### config.mk
export PLATFORM = sky130hd
export DESIGN_NAME = aib_rx_gearbox_flat
export DESIGN_NICKNAME = d
export VERILOG_FILES = /design/src/rtl/aib_rx_gearbox_if.sv /design/src/rtl/aib_rx_gearbox.sv /design/src/flat_wrapper.sv
export SDC_FILE = /design/constraint.sdc
export NUM_CORES = 1
export LEC_CHECK = 0
export CAP_MARGIN = 20
export CORE_MARGIN = 1
export CORE_UTILIZATION = 35
export DETAILED_ROUTE_END_ITERATION = 12
export PLACE_DENSITY_LB_ADDON = 0.12
export SETUP_SLACK_MARGIN = 0.05
export SLEW_MARGIN = 10
export SYNTH_ARGS = -nofsm -noshare
export SYNTH_HDL_FRONTEND = slang
export SYNTH_SLANG_ARGS = --single-unit
### constraint.sdc
create_clock -name clk -period 2.31 [get_ports clk]
set_input_delay 0.462 -clock clk [delete_from_list [all_inputs] [get_ports clk]]
set_output_delay 0.462 -clock clk [all_outputs]
set_load 0.03 [all_outputs]
### src/rtl/aib_rx_gearbox_if.sv
// Handshake/data bundle between the RX capture stage and the gearbox.
interface aib_rx_gearbox_if #(
  parameter int NUM_LANES = 4,
  parameter int RATIO     = 4
);
  localparam int DW = NUM_LANES * 2 * RATIO;

  logic [2:0]           rx_mode;
  logic [NUM_LANES-1:0] din0;
  logic [NUM_LANES-1:0] din1;
  logic                 bitslip;
  logic [DW-1:0]        dout;
  logic                 dout_vld;
  logic                 mode_ddr;
  logic                 mode_sdr;
  logic                 slip_busy;

  modport master (
    output rx_mode, din0, din1, bitslip,
    input  dout, dout_vld, mode_ddr, mode_sdr, slip_busy
  );

  modport slave (
    input  rx_mode, din0, din1, bitslip,
    output dout, dout_vld, mode_ddr, mode_sdr, slip_busy
  );
endinterface

### src/rtl/aib_rx_gearbox.sv
// Multi-lane RX deserialiser: packs SDR/DDR pad bits into wide words with
// bitslip and flush-on-mode-change. Per-lane shifters share one word counter.
module aib_rx_gearbox_lane #(
  parameter int W = 8
) (
  input  logic         clk,
  input  logic         rst,
  input  logic         clr,
  input  logic         shift,
  input  logic         ddr,
  input  logic         din0,
  input  logic         din1,
  output logic [W-1:0] sr_nxt
);
  logic [W-1:0] sr;

  // New bits enter at the top so bit 0 always holds the oldest bit.
  always_comb begin
    sr_nxt = ddr ? (sr >> 2) : (sr >> 1);
    if (ddr) begin
      sr_nxt[W-1] = din1;
      sr_nxt[W-2] = din0;
    end else begin
      sr_nxt[W-1] = din0;
    end
  end

  always_ff @(posedge clk or posedge rst) begin
    if (rst)        sr <= '0;
    else if (clr)   sr <= '0;
    else if (shift) sr <= sr_nxt;
  end
endmodule

module aib_rx_gearbox #(
  parameter int NUM_LANES = 4,
  parameter int RATIO     = 4
) (
  input  logic           clk,
  input  logic           rst,
  aib_rx_gearbox_if.slave bus
);
  localparam int W  = 2 * RATIO;
  localparam int DW = NUM_LANES * W;
  localparam int CW = $clog2(W);
  localparam logic [2:0]    MODE_DDR = 3'b001;
  localparam logic [2:0]    MODE_SDR = 3'b100;
  localparam logic [2:0]    MODE_DIS = 3'b010;
  localparam logic [CW-1:0] TERM_DDR = CW'(RATIO - 1);
  localparam logic [CW-1:0] TERM_SDR = CW'(W - 1);

  logic [2:0]                   mode_q;
  logic [CW-1:0]                cnt;
  logic [DW-1:0]                dout_q;
  logic                         vld_q, ddr_q, sdr_q, busy_q;
  logic                         mode_chg, gear, slip_acc, shift;
  logic [CW-1:0]                term;
  logic [NUM_LANES-1:0][W-1:0]  word_nxt;

  assign mode_chg = (bus.rx_mode != mode_q);
  assign gear     = ddr_q | sdr_q;
  assign shift    = gear & ~mode_chg;
  // A mode change on the same edge wins over a bitslip request.
  assign slip_acc = bus.bitslip & ~busy_q & shift;
  assign term     = ddr_q ? TERM_DDR : TERM_SDR;

  for (genvar l = 0; l < NUM_LANES; l++) begin : g_lane
    aib_rx_gearbox_lane #(.W(W)) u_lane (
      .clk    (clk),
      .rst    (rst),
      .clr    (mode_chg),
      .shift  (shift),
      .ddr    (ddr_q),
      .din0   (bus.din0[l]),
      .din1   (bus.din1[l]),
      .sr_nxt (word_nxt[l])
    );
  end

  always_ff @(posedge clk or posedge rst) begin
    if (rst) begin
      mode_q <= MODE_DIS;
      cnt    <= '0;
      dout_q <= '0;
      vld_q  <= 1'b0;
      ddr_q  <= 1'b0;
      sdr_q  <= 1'b0;
      busy_q <= 1'b0;
    end else begin
      vld_q <= 1'b0;
      if (mode_chg) begin
        mode_q <= bus.rx_mode;
        ddr_q  <= (bus.rx_mode == MODE_DDR);
        sdr_q  <= (bus.rx_mode == MODE_SDR);
        cnt    <= '0;
        busy_q <= 1'b0;
      end else if (!gear) begin
        cnt <= '0;
      end else if (slip_acc) begin
        // Data still shifts this edge; holding cnt moves the boundary later.
        busy_q <= 1'b1;
      end else if (cnt == term) begin
        cnt    <= '0;
        dout_q <= word_nxt;
        vld_q  <= 1'b1;
        busy_q <= 1'b0;
      end else begin
        cnt <= cnt + 1'b1;
      end
    end
  end

  assign bus.dout      = dout_q;
  assign bus.dout_vld  = vld_q;
  assign bus.mode_ddr  = ddr_q;
  assign bus.mode_sdr  = sdr_q;
  assign bus.slip_busy = busy_q;
endmodule

### src/flat_wrapper.sv
// flat-port wrapper written by rule: the top's interface ports become plain ports
module aib_rx_gearbox_flat 
#(
  parameter int NUM_LANES = 4,
  parameter int RATIO     = 4
)
  (clk, rst, bus_rx_mode, bus_din0, bus_din1, bus_bitslip, bus_dout, bus_dout_vld, bus_mode_ddr, bus_mode_sdr, bus_slip_busy);
  aib_rx_gearbox_if #(.NUM_LANES(NUM_LANES), .RATIO(RATIO)) bus_i ();
  input  logic clk;
  input  logic rst;
  input wire logic [$bits(bus_i.rx_mode)-1:0] bus_rx_mode;
  input wire logic [$bits(bus_i.din0)-1:0] bus_din0;
  input wire logic [$bits(bus_i.din1)-1:0] bus_din1;
  input wire logic [$bits(bus_i.bitslip)-1:0] bus_bitslip;
  output wire logic [$bits(bus_i.dout)-1:0] bus_dout;
  output wire logic [$bits(bus_i.dout_vld)-1:0] bus_dout_vld;
  output wire logic [$bits(bus_i.mode_ddr)-1:0] bus_mode_ddr;
  output wire logic [$bits(bus_i.mode_sdr)-1:0] bus_mode_sdr;
  output wire logic [$bits(bus_i.slip_busy)-1:0] bus_slip_busy;
  assign bus_i.rx_mode = bus_rx_mode;
  assign bus_i.din0 = bus_din0;
  assign bus_i.din1 = bus_din1;
  assign bus_i.bitslip = bus_bitslip;
  assign bus_dout = bus_i.dout;
  assign bus_dout_vld = bus_i.dout_vld;
  assign bus_mode_ddr = bus_i.mode_ddr;
  assign bus_mode_sdr = bus_i.mode_sdr;
  assign bus_slip_busy = bus_i.slip_busy;
  aib_rx_gearbox #(.NUM_LANES(NUM_LANES), .RATIO(RATIO)) u_core (.clk(clk), .rst(rst), .bus(bus_i));
endmodule
==> results.toml <==
[outcome]
status = "finished clean"

[global_route]
grt_max_degree = 80
antenna_found_initial = 0
track_usage_pct = 14.7
grt_pass1_vias = 2143
grt_pass1_wl_mm = 11.0
grt_overflow = 0

[logic_synthesis]
ys.flop_type = "dfrtp_1"
syn_nets = 290
yosysUniqueCellTypes = 30
ys_seq_elements = 70
synthArstFlopShare_pct = 100
synth_edf_count = 0
yosys_warnings = 0
avgSynthCellArea_um2 = 11.6
synthCells = 275
yosysSeqAreaShare_pct = 55.1
netlist_area_um2 = 3180

[cells_and_area]
final_cell_mix = "dfrtp_1, clkdlybuf4s50_1, nor2_1"
syn2layout_area_growth_pct = 24.7
final_util_pct = 45.2
layout_commonest_cell = "dfrtp_1"
nNetsFinal = 331
multi_input_area_um2 = 1290
nFillCells = 844
drive_above_1_share_pct = 15.3
regArea_um2 = 1750
n_antenna_cell = 0

[timing]
rsz0062_at_grt = "false"
slew_headroom_pct = 57.7
worst_slew_pin_slew_ns = 0.632
fin_crit_sh_pct = 89.4
finalSetupViolCount = 0
fin_worst_skew_ns = 0.0156
fin_ws_ns = 0.244
fmax_mhz = 484
fin_setup_tns_ns = 0
finalHoldViolations = 0
slew_violations = 0
period_minus_slack_ns = 2.07

[worst_hold_path]
hp-class = "primary input to asynchronous set/reset pin"

[critical_path]
arrival_ns = 1.60
max_stage_delay_ns = 0.73
critPathTopFamily = "buffers and inverters"
crit_path_max_fanout = 13
rrSetupSlack_ns = 0.53
critPathKind = "flop to primary output"
critPathBufInv = 1
worstSetupStartpointType = "flop"
cp_data_required_time_ns = 1.85
cp_cell_sequence = "clkdlybuf4s50_1"
end_kind = "primary output"
critPathSlowestCell = "clkdlybuf4s50_1"

[cts]
cts.path.max_buffers = 2
cts_tree = "done"
holdBufCountCts = 0
post_cts_resized = 0
cts.htree.levels = 3
cts.sink_count = 70
worst_skew_pair.late_latency_ns = 0.34
cts_buffers = 9
root_buffer = "clkbuf_8"
path_clk_slew_ns = 0.07
post_cts_buffers = 0

[floorplanning]
rows = 34
top_level_ports = 50
core_um2 = 8760
start_util_pct = 36.3
die-area_um2 = 9470
die_w_um = 97.3
fp.dieH_um = 97.3

[route]
detail-route-antenna-nets = 0
drc = 0
drtPass1Iterations = 4
via_per_inst = 5.04
post_drt_wl_per_cell_um = 14.9
drt-initial-drc-count = 134
routed_wirelength_mm = 6.41
vias = 2161

[placement]
hpwlAfterDp_mm = 3.95
portBuffers = 49
gp_congestion = 0.662
place_ws_ns = 0.188

[power_and_ir_drop]
irDropWorstVdd_mv = 0.241
pwr_density_cell_nw_per_um2 = 627
total_power_mw = 2.49
p_leak_nw = 1.63

[job]
max-cap-violations = 0
==> cells in the mapped netlist (2+ instances only) <==
master / count / share of area [%]
dfrtp_1: 69 / 54
nor2_1: 37 / 4.4
a211oi_1: 23 / 5.4
mux2i_1: 23 / 7.2
o21ai_0: 23 / 3.6
o31ai_1: 22 / 5.2
clkbuf_1: 17 / 2.0
mux2_2: 12 / 4.3
mux2_4: 9 / 4.3
nor3_1: 8 / 1.3
buf_2: 4 / 0.63
nand3_1: 4 / 0.63
buf_6: 3 / 1.1
xnor2_1: 3 / 0.83
a21oi_1: 2 / 0.31
inv_1: 2 / 0.24
==> metrics by stage <==
stage / hold slack [ns] / cell area (um2) / std cells
4_1_cts: 0.517 / 3970 / 429
3_5_place_dp: 0.493 / 3770 / 413
3_3_place_gp: 0.494 / 3770 / 413
6_report: 0.507 / 3970 / 429
5_1_grt: 0.539 / 3970 / 429
2_1_floorplan: 0.539 / 3180 / 275
==> power by group <==
part	switching, mW	leakage (nW)	total, mW	internal, mW
clock	0.445	0.0976	0.975	0.531
combinational	0.156	0.568	0.248	0.0919
sequential	0.0188	0.965	1.26	1.25
total	0.619	1.63	2.49	1.87
==> flip-flops by register name, summed over array words and instances (netlist names) <==
name / cells
u_core.bus.mode_ddr: 1
u_core.bus.mode_sdr: 1
u_core.cnt: 3
u_core.mode_q: 3
u_core.g_lane.u_lane.sr: 28
u_core.bus.dout_vld: 1
u_core.bus.slip_busy: 1
u_core.bus.dout: 32
==> final timing paths <==
kind                                     startpoint  cells after the start                            end
worst min register to register  u_core.bus.dout[11]                      2            u_core.bus.dout[11]
worst max register to register  u_core.bus.mode_ddr                      3             u_core.bus.dout[7]
worst min-delay path                            rst                      3            u_core.bus.mode_ddr
worst max-delay path            u_core.bus.mode_ddr                      1                   bus_mode_ddr
max in group asynchronous                       rst                      3  u_core.g_lane[1].u_lane.sr[7]
min in group clk                u_core.bus.dout[11]                      2            u_core.bus.dout[11]
==> cells by family after synthesis <==
kind of cell / synth area share, %
adders and majority gates: 0.393
buffers and inverters: 4.29
AOI/OAI and AO/OA: 14.8
DFF: 55.1
xor gates and xnor gates: 1.34
and+or+nand+nor: 8.30
muxes: 15.7
==> routing by layer <==
| metal | vias to the layer above | track usage [%] | wire length [um] |
|---|---|---|---|
| li1 | 1075 | - | - |
| met1 | 1045 | 21.2 | 3280 |
| met2 | 35 | 21.2 | 2840 |
| met3 | 6 | 2.88 | 206 |
| met4 | 0 | 6.79 | 84 |
| met5 | - | 0 | 0 |
==> layout make-up <==
type | instances | share of cell area, %
clock buffers | 13 | 3.76
multi-input cells | 177 | 32.7
inverters | 2 | 0.189
repair buffers | 56 | 14.6
well taps | 108 | 3.41
clock inverters | 3 | 1.10
flip-flops and latches | 70 | 44.2
==> tightest hold or removal path: stages <==
cell and delay, ns:
clkdlybuf4s50_1 0.41, inv_2 0.07, buf_12 0.31
Power figures use the tool's default switching activity.
